--- src/rtl/duty_ramp.sv ---
// Slew-rate-limited duty setpoint generator: walks duty toward a handshaken target
// by at most STEP counts per ramp tick so the PDM driver never sees a step change.
module duty_ramp #(
    parameter int CLK_HZ  = 25000000,
    parameter int TICK_HZ = 50,
    parameter int STEP    = 1
) (
    input  logic       clk,
    input  logic       rst,
    input  logic       en,
    input  logic [7:0] tgt,
    input  logic       tgt_valid,
    output logic       tgt_ready,
    output logic [7:0] duty,
    output logic       busy,
    output logic       done
);

    localparam int DIV = CLK_HZ / TICK_HZ;
    localparam int CW  = $clog2(DIV);
    localparam logic [CW-1:0] CNT_MAX = CW'(DIV - 1);
    localparam logic [7:0]    STEP_V  = 8'(STEP);

    typedef enum logic {
        IDLE,
        RAMP
    } state_t;

    state_t        state;
    logic [7:0]    target;
    logic [CW-1:0] cnt;
    logic          accept;
    logic          tick;
    logic          up;
    logic [7:0]    diff;

    assign tgt_ready = !rst;
    assign accept    = tgt_valid && tgt_ready;
    assign tick      = en && (cnt == CNT_MAX);
    assign up        = target > duty;
    assign diff      = up ? (target - duty) : (duty - target);

    // Accept wins over a coincident tick and restarts the prescaler, so the first
    // step of a new target always lands a full tick period after it was taken.
    always_ff @(posedge clk) begin
        if (rst) begin
            state  <= IDLE;
            target <= 8'd0;
            cnt    <= '0;
            duty   <= 8'd0;
            busy   <= 1'b0;
            done   <= 1'b0;
        end else begin
            done <= 1'b0;
            if (accept) begin
                target <= tgt;
                cnt    <= '0;
                if (tgt != duty) begin
                    state <= RAMP;
                    busy  <= 1'b1;
                end else begin
                    state <= IDLE;
                    busy  <= 1'b0;
                end
            end else if (en) begin
                cnt <= tick ? '0 : cnt + 1'b1;
                if (tick && state == RAMP) begin
                    // Clamping to target before stepping keeps duty from wrapping.
                    if (diff <= STEP_V) begin
                        duty  <= target;
                        state <= IDLE;
                        busy  <= 1'b0;
                        done  <= 1'b1;
                    end else if (up) begin
                        duty <= duty + STEP_V;
                    end else begin
                        duty <= duty - STEP_V;
                    end
                end
            end
        end
    end

endmodule

--- config.mk ---
export PLATFORM = sky130hd
export DESIGN_NAME = duty_ramp
export DESIGN_NICKNAME = d
export VERILOG_FILES = /design/src/rtl/duty_ramp.sv
export SDC_FILE = /design/constraint.sdc
export NUM_CORES = 1
export LEC_CHECK = 0
export CAP_MARGIN = 40
export CELL_PAD_IN_SITES_DETAIL_PLACEMENT = 1
export CELL_PAD_IN_SITES_GLOBAL_PLACEMENT = 1
export CORE_MARGIN = 3
export CORE_UTILIZATION = 48
export DETAILED_ROUTE_END_ITERATION = 8
export PLACE_DENSITY = 0.88
export SETUP_SLACK_MARGIN = 0.4
export SYNTH_ARGS = -nofsm -noshare
export SYNTH_HDL_FRONTEND = slang
export SYNTH_SLANG_ARGS = --single-unit
--- constraint.sdc ---
create_clock -name clk -period 7.1 [get_ports clk]
set_input_delay 1.42 -clock clk [delete_from_list [all_inputs] [get_ports clk]]
set_output_delay 1.42 -clock clk [all_outputs]
set_load 0.03 [all_outputs]
==> results of run 1 <==
## sequential cells by signal, indices dropped and copies added, names as in the netlist
register  flops
cnt          19
done          1
duty          8
state         1
target        8
## layer usage
metal  part of all wire, %  up-vias  track usage [%]
li1                      -     1258                -
met1                    45     1304             32.7
met2                    49       67             43.6
met3                   2.9       29             4.12
met4                   3.1        0             11.1
met5                     0        -                0
## power by group through the flow
stage          logic, µW  registers, µW  clock network, µW
5_1_grt              122            216                197
3_3_place_gp         105            220                  0
6_report             111            216                188
3_5_place_dp         109            220                  0
2_1_floorplan       79.9            219                  0
4_1_cts              110            215                189
## synth_stat cells, types with 2 or more instances
| cell type | instances |
|---|---|
| a211o_1 | 2 |
| a211oi_1 | 7 |
| a21boi_0 | 2 |
| a21o_1 | 4 |
| a21oi_1 | 18 |
| a21oi_2 | 2 |
| a31oi_1 | 2 |
| and2_1 | 2 |
| and3_1 | 6 |
| buf_2 | 3 |
| buf_6 | 2 |
| clkbuf_1 | 6 |
| dfxtp_1 | 37 |
| fa_1 | 3 |
| ha_1 | 22 |
| inv_1 | 24 |
| mux2i_1 | 10 |
| nand2_1 | 20 |
| nand2b_1 | 5 |
| nand3_1 | 8 |
| nand3b_1 | 3 |
| nand4_1 | 12 |
| nor2_1 | 37 |
| nor2b_1 | 3 |
| nor3_1 | 9 |
| nor4_1 | 7 |
| nor4b_1 | 6 |
| o211ai_1 | 3 |
| o21a_1 | 3 |
| o21ai_0 | 11 |
| o221ai_1 | 2 |
| or2_2 | 4 |
| or3_1 | 3 |
| xnor2_1 | 18 |
| xor2_1 | 14 |
## kinds of logic (layout without fill, tap and decap cells)
kind of cell,Yosys count,count (layout),synth area share [%]
AOI/OAI and AO/OA,68,68,17.2
xor gates and xnor gates,32,32,9.92
adders and majority gates,25,25,11.9
buffers and inverters,37,56,5.72
DFF,37,37,26.2
muxes,10,10,3.54
and+or+nand+nor,134,134,25.5
## worst max-delay path: cells and delay by family
| family | cells | cell delay [ns] |
|---|---|---|
| buffers and inverters | 3 | 1.96 |
## final cells by class
| cell class | instances | area, µm² | share of cell area [%] |
|---|---|---|---|
| clock inverters | 2 | 38.8 | 1.22 |
| inverters | 25 | 93.8 | 2.95 |
| well taps | 72 | 90.1 | 2.83 |
| multi-input cells | 269 | 1920 | 60.3 |
| flip-flops and latches | 37 | 741 | 23.3 |
| repair buffers | 23 | 228 | 7.15 |
| clock buffers | 6 | 72.6 | 2.28 |
## metrics by stage
stage          setup slack [ns]  instance area, µm²  instances  hold slack (ns)  util (%)
4_1_cts                    2.31                3190        434            0.498      56.8
6_report                   2.29                3190        434            0.497      56.8
5_1_grt                    2.16                3190        434            0.518      56.8
2_1_floorplan              3.36                2820        343            0.462         -
3_5_place_dp               2.33                3070        426            0.484      54.8
3_3_place_gp               2.37                3070        426            0.482      54.8
## worst min-delay path by stage
stage | from | to | slack, ns | cells after the start
floorplan | cnt[1] | cnt[1] | 0.46 | 2
global placement | cnt[1] | cnt[1] | 0.48 | 2
detailed placement | cnt[1] | cnt[1] | 0.48 | 2
CTS | cnt[1] | cnt[1] | 0.50 | 2
global route | cnt[1] | cnt[1] | 0.52 | 2
finish | cnt[1] | cnt[1] | 0.50 | 2
==> results_dict.tcl, run 1 <==
set metrics [dict create \
    status "finished clean" \
    synth_edf_count 0 \
    ir_drop_mv 0.0856 \
    wirelength_um 8360 \
    post-route-min-period_ns 4.81 \
    cts_tree "done" \
    fin_setup_tns_ns 0 \
    rows 27 \
    design.die.area_mm2 0.00684 \
    syn_to_final_growth_pct 12.8 \
    ys.flop_type "dfxtp_1" \
    htreeDepth 2 \
    critical_path.max_stage_delay_ns 0.81 \
    p_seq_share_pct 42.0 \
    startpoint "rst" \
    postCtsSetupRepairBufs 0 \
    fin_nets 398 \
    cts_made_buffers 5 \
    first_pass_iters 4 \
    rsz0062_at_grt "no" \
    cts_resized 0 \
    initial_utilization_pct 50.4 \
    slew_violations 0 \
    r2r-end "duty[7]" \
    netlist_instances 343 \
    worstSetupPathType "in -> out" \
    dr.first_iter.drc_count 126 \
    synth_fp_nets 380 \
    core_area_mm2 0.00561 \
    clock.fmax_mhz 208 \
    post-route-period-util_pct 67.7 \
    grt_first_pass_wirelength_um 13500 \
    setup_viol 0 \
    grt_max_degree 17 \
    p_int_uw 364 \
    crit_required_ns 5.68 \
    worst_slew_pin_slew_ns 0.699 \
    synthDominantCellAreaShare_pct 26.2 \
    yosys-top-cells-area "dfxtp_1, ha_1, xnor2_1" \
    max-cap-violations 0 \
    synth_area_per_cell_um2 8.23 \
    path_cells "clkdlybuf4s50_1, clkinv_1, clkdlybuf4s50_1" \
    seq_area_frac_synth_pct 26.2 \
    antennaDiodeCount 0 \
    p_comb_share_pct 21.5 \
    ys_seq_elements 37 \
    finalClockSkew_ns 0.00606 \
    yosysWarnings 0 \
    place_congestion 0.843 \
    cp_max_fo 16 \
    grt.overflow.total 0 \
    drc 0 \
    hold_path.class "reg -> reg" \
    die_h_um 82.7 \
    io_pins 23 \
    final_antenna_net_count 0 \
    synth_cell_types 58 \
    drive_above_1_share_pct 6.08 \
    post_drt_via_cell_ratio 6.12 \
    clk_latency_ns 0.29 \
    p_leak_uw 0.00118 \
    async_reset_ff_share_pct 0 \
    clock_sinks 37 \
    final_cell_mix "nor2_1, dfxtp_1, inv_1" \
    critPathSlowestCell "clkdlybuf4s50_1" \
    portBuffers 22 \
    worst_path_most_repeated_cell "clkdlybuf4s50_1" \
    cts_max_path_buffers 2 \
    reg2reg_slack_ns 3.23 \
    yosysTopAreaCell "dfxtp_1" \
    cp-end-kind "output pin" \
    timing.rr.start "duty[4]" \
    cts-root-buf "clkbuf_8" \
    powerDensity_mw_per_mm2 161 \
    p_sw_uw 150 \
    grt_pass1_vias 2757 \
    hold_buffers 0 \
    p_total_uw 514 \
    setup.worst_path.start_class "input port" \
    avgRoutedWirePerCell_um 19.3 \
    switching_share_pct 29.2 \
    slew_headroom_pct 53.1 \
    die_w_um 82.7 \
    reg2regPathDepth 14 \
    syn-cell-area_mm2 0.00282 \
    antenna_found_initial 0 \
    clkTransAtPathRegs_ns 0.08 \
    dpl.hpwl_um 6090 \
    vias 2658 \
    arrival_ns 3.39 \
    power.share.clock_pct 36.5 \
    crit_path_end "tgt_ready" \
    finalHoldViolCount 0 \
    num-fill-cells 700 \
    grt.total_usage_pct 25.9 \
]
No activity file was read; power rests on OpenSTA's default activity.
==> run 2: changes to the inputs <==
--- a/config.mk
+++ b/config.mk
@@ -9,9 +9,9 @@
 export CELL_PAD_IN_SITES_DETAIL_PLACEMENT = 1
 export CELL_PAD_IN_SITES_GLOBAL_PLACEMENT = 1
 export CORE_MARGIN = 3
-export CORE_UTILIZATION = 48
+export CORE_UTILIZATION = 44
 export DETAILED_ROUTE_END_ITERATION = 8
-export PLACE_DENSITY = 0.88
+export PLACE_DENSITY = 0.82
 export SETUP_SLACK_MARGIN = 0.4
 export SYNTH_ARGS = -nofsm -noshare
 export SYNTH_HDL_FRONTEND = slang
==> constraint.sdc (replaced) <==
create_clock -name clk -period 4.59 [get_ports clk]
set_input_delay 0.918 -clock clk [delete_from_list [all_inputs] [get_ports clk]]
set_output_delay 0.918 -clock clk [all_outputs]
set_load 0.03 [all_outputs]
==> run 2 against run 1 <==
  * Combinational power up 57%
  * Final area barely moved
  * Register-to-register slack got worse by 2.5 ns
  * Utilization decreased by 4.2 points
  * Sequential cell count did not move
  * Critical path depth up 11
  * Worst hold slack better by 0.0085 ns
  * Critical path type is now reg -> reg
  * Largest power group unchanged
==> results_dict.tcl, run 2 (same netlist as run 1, synthesis figures left out) <==
set metrics [dict create \
    status "finished clean" \
    crit_required_ns 4.80 \
    cts_made_buffers 5 \
    clk_latency_ns 0.29 \
    arrival_ns 4.11 \
    cts-root-buf "clkbuf_8" \
    clock_sinks 37 \
    dpl.hpwl_um 6080 \
    fin_cells 439 \
    cp.depth 14 \
    slew_violations 0 \
    die_h_um 86.1 \
    die_w_um 86.1 \
    rsz0062_at_grt "no" \
    critical_path.max_stage_delay_ns 0.53 \
    worst_slew_pin_slew_ns 0.652 \
    slew_headroom_pct 56.4 \
    io_pins 23 \
    antennaDiodeCount 0 \
    design.die.area_mm2 0.00741 \
    initial_utilization_pct 46.6 \
    post-route-period-util_pct 85.0 \
    ir_drop_mv 0.168 \
    portBuffers 22 \
    final_cell_mix "nor2_1, dfxtp_1, inv_1" \
    path_cells "ha_1, inv_1, fa_1, nand3_2, a21oi_2, o31ai_2, ha_1, a21o_1, a21oi_1, o211a_1, o21ai_0, a2111oi_0, o211ai_1, o221ai_1" \
    p_leak_uw 0.00118 \
    crit_path_end "duty[7]" \
    grt_max_degree 16 \
    grt_pass1_vias 2760 \
    critPathSlowestCell "dfxtp_1" \
    first_pass_iters 4 \
    finalClockSkew_ns 0.00368 \
    worst_path_most_repeated_cell "ha_1" \
    post_drt_via_cell_ratio 5.96 \
    timing.rr.start "duty[0]" \
    finalHoldViolCount 0 \
    fin_setup_tns_ns 0 \
    core_area_mm2 0.00606 \
    setup.worst_path.start_class "register" \
    largestRegisters "cnt x19, duty x8, target x8" \
    hold_path.class "reg -> reg" \
    avgRoutedWirePerCell_um 18.4 \
    post-route-min-period_ns 3.90 \
    reg2regPathDepth 14 \
    fin_util_pct 52.6 \
    hold_buffers 0 \
    final_antenna_net_count 0 \
    grt.total_usage_pct 22.8 \
    postCtsSetupRepairBufs 0 \
    powerDensity_mw_per_mm2 236 \
    vias 2616 \
    cp-end-kind "register" \
    crit_buf_inv 1 \
    drc 0 \
    antenna_found_initial 0 \
    top_register "cnt" \
    cp_max_fo 8 \
    cts_tree "done" \
    r2r-end "duty[7]" \
    reg2reg_slack_ns 0.69 \
    cp_top_family "compound AO/OA/AOI/OAI gates" \
    rows 28 \
    wirelength_um 8060 \
    drive_above_1_share_pct 6.87 \
    setup_viol 0 \
    dp_cells 431 \
    cts_max_path_buffers 2 \
    startpoint "duty[0]" \
    place_congestion 0.870 \
    largest_register_ffs 19 \
    dr.first_iter.drc_count 89 \
    grt_first_pass_wirelength_um 13500 \
    worstSetupPathType "reg -> reg" \
    htreeDepth 2 \
    grt.overflow.total 0 \
    clock.fmax_mhz 256 \
    syn_to_final_growth_pct 12.8 \
    cts_resized 0 \
    clkTransAtPathRegs_ns 0.08 \
    fin_nets 400 \
    max-cap-violations 0 \
]
## run 2: cell types whose count changed in the layout (fill, tap and decap cells not counted), sizes merged
cell	before	now
bufinv	1	0
buf	1	3
clkinv	2	3
## run 2: worst register-to-register path, cell delays in order, from the launching register on
cell and delay [ns]:
dfxtp_1 0.53, ha_1 0.26, inv_1 0.06, fa_1 0.41, nand3_2 0.15, a21oi_2 0.08, o31ai_2 0.50, ha_1 0.34
a21o_1 0.17, a21oi_1 0.28, o211a_1 0.22, o21ai_0 0.11, a2111oi_0 0.44, o211ai_1 0.15, o221ai_1 0.10
## run 2: metal layers
| metal | up-vias | global-route usage [%] | part of all wire [%] |
|---|---|---|---|
| met5 | - | 0 | 0 |
| met4 | 0 | 5.90 | 1.9 |
| met3 | 17 | 3.94 | 4.3 |
| met2 | 62 | 40.9 | 51 |
| met1 | 1274 | 27.9 | 43 |
| li1 | 1263 | - | - |
## run 2: worst min-delay path by stage
| stage | start | end | slack [ns] | depth (start not counted) |
|---|---|---|---|---|
| after floorplan | cnt[1] | cnt[1] | 0.46 | 2 |
| after detailed placement | cnt[1] | cnt[1] | 0.50 | 2 |
| after global placement | cnt[1] | cnt[1] | 0.48 | 2 |
| after global routing | state | state | 0.55 | 2 |
| final | cnt[1] | cnt[1] | 0.51 | 2 |
| after CTS | cnt[1] | cnt[1] | 0.51 | 2 |
## run 2: through the flow
step	hold WS, ns	power, µW	area, µm²	setup slack, ns
after global placement	0.478	505	3090	0.929
after detailed placement	0.497	512	3090	0.780
after global routing	0.546	790	3190	0.470
final	0.506	752	3190	0.689
after CTS	0.508	757	3190	0.760
after floorplan	0.462	463	2820	0.847
## run 2: final cells by class
class / instances / area [µm²]
Fill cell: 757 / 2870
Inverter: 25 / 93.8
Sequential cell: 37 / 741
Clock inverter: 2 / 13.8
Tap cell: 75 / 93.8
Timing Repair Buffer: 25 / 240
Clock buffer: 6 / 82.6
Multi-Input combinational cell: 269 / 1920
## run 2: report_power, final
part | total [µW] | internal, µW | switching [µW]
Combinational | 174 | 74.1 | 99.7
Clock | 246 | 122 | 124
Sequential | 333 | 326 | 6.76
